**config.mk**
```make
export PLATFORM = sky130hd
export DESIGN_NAME = sqrt_stage
export DESIGN_NICKNAME = d
export VERILOG_FILES = /design/src/rtl/sqrt_stage.sv
export SDC_FILE = /design/constraint.sdc
export NUM_CORES = 1
export LEC_CHECK = 0
export CAP_MARGIN = 20
export CORE_ASPECT_RATIO = 1.1
export CORE_UTILIZATION = 45
export CTS_BUF_LIST = sky130_fd_sc_hd__clkbuf_2
export DETAILED_ROUTE_END_ITERATION = 10
export PLACE_DENSITY = 0.68
export SLEW_MARGIN = 20
export SYNTH_ARGS = -nofsm -noshare
export SYNTH_HDL_FRONTEND = slang
export SYNTH_SLANG_ARGS = --single-unit
```
**constraint.sdc**
```tcl
create_clock -name clk -period 7.6 [get_ports clk]
set_input_delay 0.76 -clock clk [delete_from_list [all_inputs] [get_ports clk]]
set_output_delay 0.76 -clock clk [all_outputs]
set_load 0.03 [all_outputs]
```
**src/rtl/sqrt_stage.sv**
```systemverilog
// Bit-serial restoring square root of an unsigned Q10.10 quotient, producing a Q5.10 result.
// Optional build macro SQRT_ROUND_EN adds a round-half-up step after the last result bit.
module sqrt_stage #(
    parameter int unsigned IN_W   = 20,
    parameter int unsigned FRAC_W = 10,
    parameter int unsigned OUT_W  = 15
) (
    input  logic             clk,
    input  logic             rst,
    input  logic             in_valid,
    input  logic [IN_W-1:0]  in_data,
    output logic             in_ready,
    output logic             out_valid,
    output logic [OUT_W-1:0] out_data,
    input  logic             out_ready,
    output logic             drop
);

    localparam int unsigned R_W = IN_W + FRAC_W;
    localparam int unsigned K_W = $clog2(OUT_W);
    localparam logic [K_W-1:0] K_MSB = K_W'(OUT_W - 1);

`ifdef SQRT_ROUND_EN
    typedef enum logic [1:0] {
        IDLE  = 2'd0,
        CALC  = 2'd1,
        DONE  = 2'd2,
        ROUND = 2'd3
    } state_t;
`else
    typedef enum logic [1:0] {
        IDLE = 2'd0,
        CALC = 2'd1,
        DONE = 2'd2
    } state_t;
`endif

    state_t             state_q, state_d;
    logic [R_W-1:0]     r_q, r_d;
    logic [OUT_W-1:0]   y_q, y_d;
    logic [K_W-1:0]     k_q, k_d;
    logic               out_valid_d;
    logic [OUT_W-1:0]   out_data_d;
    logic               drop_d;

    logic [OUT_W-1:0]   trial;
    logic [R_W-1:0]     trial_sq;

    assign in_ready = (state_q == IDLE);

    // Candidate with the current bit set; kept only if its square still fits under R.
    assign trial    = y_q | (OUT_W'(1) << k_q);
    assign trial_sq = R_W'(trial) * R_W'(trial);

`ifdef SQRT_ROUND_EN
    logic [R_W-1:0]     y_sq;
    logic [R_W-1:0]     rem;
    logic               round_up;

    // sqrt(R) >= Y + 0.5 reduces to R - Y*Y > Y for integer R; saturate at the top code.
    assign y_sq     = R_W'(y_q) * R_W'(y_q);
    assign rem      = r_q - y_sq;
    assign round_up = (rem > R_W'(y_q)) && (y_q != {OUT_W{1'b1}});
`endif

    // Next-state and datapath update.
    always_comb begin
        state_d     = state_q;
        r_d         = r_q;
        y_d         = y_q;
        k_d         = k_q;
        out_valid_d = out_valid;
        out_data_d  = out_data;
        drop_d      = in_valid && (state_q != IDLE);

        case (state_q)
            IDLE: begin
                if (in_valid) begin
                    r_d     = {in_data, {FRAC_W{1'b0}}};
                    y_d     = '0;
                    k_d     = K_MSB;
                    state_d = CALC;
                end
            end
            CALC: begin
                if (trial_sq <= r_q) begin
                    y_d = trial;
                end
                if (k_q == '0) begin
`ifdef SQRT_ROUND_EN
                    state_d = ROUND;
`else
                    state_d = DONE;
`endif
                end else begin
                    k_d = k_q - K_W'(1);
                end
            end
`ifdef SQRT_ROUND_EN
            ROUND: begin
                if (round_up) begin
                    y_d = y_q + OUT_W'(1);
                end
                state_d = DONE;
            end
`endif
            DONE: begin
                // First DONE cycle loads the output; a ready seen before valid is ignored.
                if (!out_valid) begin
                    out_valid_d = 1'b1;
                    out_data_d  = y_q;
                end else if (out_ready) begin
                    out_valid_d = 1'b0;
                    state_d     = IDLE;
                end
            end
            default: begin
                state_d = IDLE;
            end
        endcase
    end

    always_ff @(posedge clk or posedge rst) begin
        if (rst) begin
            state_q   <= IDLE;
            r_q       <= '0;
            y_q       <= '0;
            k_q       <= '0;
            out_valid <= 1'b0;
            out_data  <= '0;
            drop      <= 1'b0;
        end else begin
            state_q   <= state_d;
            r_q       <= r_d;
            y_q       <= y_d;
            k_q       <= k_d;
            out_valid <= out_valid_d;
            out_data  <= out_data_d;
            drop      <= drop_d;
        end
    end

endmodule

```
==> results of run 1 <==
metrics by stage:
stage / util, % / setup TNS [ns]
6_report: 59.48 / -0.2565
5_1_grt: 59.48 / -4.138
4_1_cts: 57.66 / 0
3_5_place_dp: 55.28 / -5.801
3_3_place_gp: 55.27 / -3.737
2_1_floorplan: - / 0
placed cells by master (no fill, tap or decap), types with 4 or more instances in the layout:
cell,instances
nand3_1,20
fa_2,5
xor2_1,8
clkdlybuf4s50_1,41
and2_1,4
nor2_4,4
nand4_1,22
a21o_1,13
inv_4,4
clkbuf_2,11
nor3_1,5
mux2_2,35
xnor2_1,19
inv_2,13
dfrtp_2,4
fa_1,134
o21ai_0,13
inv_1,213
dfrtp_1,54
a21oi_4,4
buf_6,15
clkinv_2,4
nor2_2,10
nor2b_1,4
buf_4,178
ha_4,13
a21o_4,7
nand2_2,6
nand2_1,101
nor2_1,57
nand2b_1,4
o21a_1,5
o211ai_1,4
a21oi_2,8
a21oi_1,30
ha_1,101
registers in the layout, indices dropped and copies added (netlist names):
register and count:
k_q 4, out_valid 1, out_data 15, drop 1
r_q 20, state_q 2, y_q 15
cells by family (layout without fill, tap and decap cells):
family	Yosys count	after routing	synth area share [%]
buffers and inverters	263	487	10.88
and+or+nand+nor	259	259	12.52
adders and majority gates	253	253	44.81
AOI/OAI and AO/OA	134	134	9.430
DFF	58	58	15.45
muxes	36	36	4.302
xor gates and xnor gates	28	28	2.611
worst paths after layout:
path	startpoint	end	slack, ns	depth (start not counted)
worst max-delay path	k_q[0]	y_q[0]	-0.04	30
worst min-delay path	r_q[19]	r_q[19]	0.52	1
worst max register to register	k_q[0]	y_q[0]	-0.04	30
worst min register to register	r_q[19]	r_q[19]	0.52	1
max in group asynchronous	rst	k_q[0]	6.33	3
min in group asynchronous	rst	out_data[9]	0.75	3
routing by layer:
layer	wire length, µm	vias to the layer above
met2	13350	254
li1	-	3740
met5	0	-
met1	10120	3936
met4	870	0
met3	1381	62
critical path, delay by kind of cell, from the launching register on:
kind	cells	cell delay, ns
AND/OR/NAND/NOR	4	0.61
adder cells (fa/ha/maj)	9	3.85
buffers and inverters	9	0.93
multiplexers	1	0.22
AO/OA/AOI/OAI	7	1.46
flip-flops	1	0.49
final cells by class:
cell class                 count  area [µm²]  area share, %
multi-input combinational    710        7471          61.25
timing repair buffer         237        1946          15.95
sequential                    58        1456          11.94
inverter                     235       905.9          7.426
tap                          256       320.3          2.626
clock buffer                  11       55.05         0.4513
clock inverter                 4       43.79         0.3590
what timing repair did:
item | 4_1_cts | 5_1_grt
hold buffers | 0 | 0
gates resized for setup | 77 | 67
gates cloned | 1 | 1
pin swaps | 23 | 60
setup buffers | 6 | 18
endpoints found under the setup margin | 15 | 15
==> reports/metrics.yaml, run 1 <==
placement:
  io_buffers: 41
  dp_cells: 1472
  place_congestion: 0.9321
  dpl.hpwl_um: 21440
  dpl-instance-area_mm2: 0.01134
  place_ws_ns: -0.4293
timing:
  hold_viol_final: 0
  hold_ws_ns: 0.5211
  fin_crit_ns: 7.638
  finalClockSkew_ns: 0.01488
  maxSlewHeadroom_pct: 48.61
  setup_slack_ns: -0.03805
  timing.fmax_mhz: 130.9
  slew_violations: 0
  rsz0062_at_grt: "true"
  setup_violations: 12
  worst_slew_pin_slew_ns: 0.7700
  fin_crit_sh_pct: 100.5
route:
  detail-route-antenna-nets: 0
  first_pass_iters: 5
  wl_um: 25720
  wl_per_cell_um: 17.02
  viasPerCell: 5.289
  vias: 7992
  route.detailed.drc: 0
  drtIter0Drc: 567
logic_synthesis:
  syn-cell-area_mm2: 0.009394
  synth.yosys.warnings: 0
  synth_cells: 1031
  synth.top_cell.area_share_pct: 29.62
  async_flop_share_pct: 100.0
  syn_avg_cell_area_um2: 9.112
  yosysUniqueCellTypes: 58
  yosys.cell_count.top_type: "inv_1"
  ys_ff_latch: 58
  synth_flop_cell: "dfrtp_1"
  synth.area.top_cells: "fa_1 (30%), dfrtp_1 (15%), ha_1 (15%), inv_1 (9.2%), nand2_1 (4.4%)"
  seq_area_frac_synth_pct: 15.45
  yosys.area.top_type: "fa_1"
  synth_common_cells: "inv_1 (229), fa_1 (139), ha_1 (114)"
  synth_edf_count: 0
  synth_nets: 1308
critical_path:
  cp_common_cell: "fa_1"
  slowest_stage: "fa_1"
  required_ns: 8.01
  cp.arrival_ns: 8.05
  slowest_delay_ns: 0.56
  cp_max_fo: 8
  start_kind: "register"
  crit_path_end_kind: "register"
  path_class: "reg -> reg"
floorplan:
  io-pin-count: 42
  die_x_um: 139.8
  die_h_um: 153.5
  fp.coreArea_mm2: 0.02051
  rows: 55
  die-area_mm2: 0.02146
  start_util_pct: 45.81
global_route:
  grt_pass1_wl_um: 41960
  antenna_found_initial: 0
  gr-usage-met1_pct: 30.81
  grt_pass1_vias: 8349
  grt-ovfl-total: 0
  grtUsageMet2_pct: 45.60
  grt_use_met3_pct: 3.581
  track_usage_pct: 25.21
  busiest_layer: "met2"
  grt_max_degree: 59
cells_and_area:
  area_growth_pct: 29.85
  final_cell_count_no_fill: 1511
  fillerInstances: 1711
  num_antenna_cells: 0
  drive_above_1_share_pct: 28.76
  fin_area_mm2: 0.01220
  finish.net_count: 1528
outcome:
  status: "finished, violations left"
  failed_checks: "negative setup slack"
hold_path:
  hold_class: "reg -> reg"
cts:
  numCtsBuffers: 9
  path_clk_slew_ns: 0.15
  cts_tree: "built"
  clk_latency_ns: 0.50
  h-tree-depth: 3
  cts.sinks: 58
  clockBufferDepth: 2
  root_buffer: "clkbuf_2"
flow_run:
  cap_violations: 0
Power of run 1 is not shown: default switching activity piles up to over one toggle a cycle in this logic, so the estimate is an artifact.
==> inputs of run 2 (changes only) <==
Settings changed: CAP_MARGIN 20 to unset, PLACE_DENSITY 0.68 to 0.65, SKIP_LAST_GASP set to 1.
Clock period 7.6 ns to 7.2 ns, I/O delays scaled along.
==> run 2 against run 1 <==
Effect of this change: the run still ends with negative setup slack left; utilization up 3.5 points; maximum frequency down 1.4%; register-to-register slack worse by 0.51 ns; hold slack improved by 0.0040 ns; wire length up 6.2%; critical path depth increased by 2; sequential share of layout area down 0.66 points; critical path type unchanged.
==> reports/metrics.yaml, run 2 (same netlist as run 1, synthesis figures left out) <==
outcome:
  status: "finished, violations left"
  failed_checks: "negative setup slack"
critical_path:
  start_kind: "register"
  cp.arrival_ns: 8.20
  regToRegSetupSlack_ns: -0.55
  crit_path_end_kind: "register"
  cp_max_fo: 6
  rr_startpoint: "k_q[1]"
  cp_common_cell: "fa_1"
  r2r_end: "y_q[4]"
  reg2reg_depth: 32
  slowest_stage: "fa_1"
  required_ns: 7.65
  slowest_delay_ns: 0.58
  path_class: "reg -> reg"
global_route:
  track_usage_pct: 26.08
  grt_pass1_vias: 8598
  grt-ovfl-total: 0
  antenna_found_initial: 0
  grt_max_degree: 59
  grt_pass1_wl_um: 43520
timing:
  fin_crit_ns: 7.750
  finalClockSkew_ns: 0.02539
  rsz0062_at_grt: "true"
  setup_violations: 15
  maxSlewHeadroom_pct: 51.83
  fin_crit_sh_pct: 107.6
  setup_slack_ns: -0.5503
  timing.fmax_mhz: 129.0
  slew_violations: 0
  hold_viol_final: 0
  worst_slew_pin_slew_ns: 0.7225
placement:
  dp_cells: 1497
  place_ws_ns: -0.7245
  dpl.hpwl_um: 21890
  place_congestion: 0.9601
  io_buffers: 41
floorplan:
  start_util_pct: 45.81
  die_h_um: 153.5
  die-area_mm2: 0.02146
  io-pin-count: 42
  fp.coreArea_mm2: 0.02051
  rows: 55
  die_x_um: 139.8
route:
  detail-route-antenna-nets: 0
  wl_per_cell_um: 17.49
  wl_um: 27320
  first_pass_iters: 5
  drtIter0Drc: 520
  route.detailed.drc: 0
  vias: 8264
  viasPerCell: 5.291
cells_and_area:
  final_common_cell: "buf_4"
  register_area_mm2: 0.001456
  final_cell_count_no_fill: 1562
  drive_above_1_share_pct: 33.77
  multiInputGateArea_mm2: 0.007680
  finish.net_count: 1578
  largest_reg_flops: 20
  num_antenna_cells: 0
  reg_top3: "r_q: 20 flops, out_data: 15 flops, y_q: 15 flops"
  area_growth_pct: 37.48
  regMostFlops: "r_q"
  fillerInstances: 1699
  layout_common_cells: "buf_4 (223), inv_1 (213), fa_1 (135)"
hold_path:
  min_to: "r_q[17]"
  hold_start: "r_q[17]"
  whs_path_depth: 1
  hold_class: "reg -> reg"
cts:
  h-tree-depth: 3
  clk_latency_ns: 0.52
  clockBufferDepth: 2
  path_clk_slew_ns: 0.19
  cts_tree: "built"
  numCtsBuffers: 9
  cts_hold_buf: 0
  cts.sinks: 58
  root_buffer: "clkbuf_2"
flow_run:
  cap_violations: 0
==> run 2: worst max-delay path by stage <==
| stage | from | end | slack [ns] |
|---|---|---|---|
| after CTS | k_q[1] | y_q[6] | -0.56 |
| after detailed placement | k_q[3] | y_q[6] | -0.72 |
| after global placement | k_q[3] | y_q[1] | -0.61 |
| after global routing | k_q[1] | y_q[14] | -0.82 |
| final | k_q[1] | y_q[4] | -0.55 |
| after floorplan | k_q[3] | y_q[2] | 0.003 |
==> run 2: repair_timing <==
item / 4_1_cts / 5_1_grt
pin swaps: 23 / 61
cloned: 1 / 1
endpoints found under the setup margin: 15 / 15
resized for setup: 92 / 70
buffers inserted: 28 / 20
==> run 2: through the flow <==
step           setup TNS, ns  instance area (µm²)  utilization [%]  hold slack, ns
3_5_place_dp          -10.52                11700            57.06          0.4931
5_1_grt               -11.70                12910            62.98          0.5307
3_3_place_gp          -9.047                11700            57.06          0.4891
4_1_cts               -7.722                12450            60.71          0.5270
6_report              -7.760                12910            62.98          0.5251
2_1_floorplan              0                 9624                -          0.4673
==> run 2: final cells by class <==
class                           count  area share, %
Multi-Input combinational cell    710          59.47
Timing Repair Buffer              287          18.69
Sequential cell                    58          11.28
Inverter                          235          7.237
Tap cell                          256          2.480
Clock buffer                       11         0.4263
Clock inverter                      5         0.4263
==> run 2: critical path, delay by kind of cell, from the launching register on <==
| kind | cells | cell delay [ns] |
|---|---|---|
| AOI/OAI and AO/OA | 5 | 0.68 |
| xor gates and xnor gates | 1 | 0.15 |
| adders and majority gates | 9 | 3.89 |
| buffers and inverters | 9 | 1.22 |
| DFF | 1 | 0.52 |
| and+or+nand+nor | 8 | 1.17 |
==> run 2: layer usage <==
layer	routed length, µm	vias to the layer above	global-route usage, %	share of wire (%)
li1	-	3836	-	-
met1	11150	4129	33.08	41
met2	14270	251	47.19	52
met3	1222	48	2.927	4.5
met4	675	0	6.489	2.5
met5	0	-	0	0
Power of run 2 is left out for the same reason.
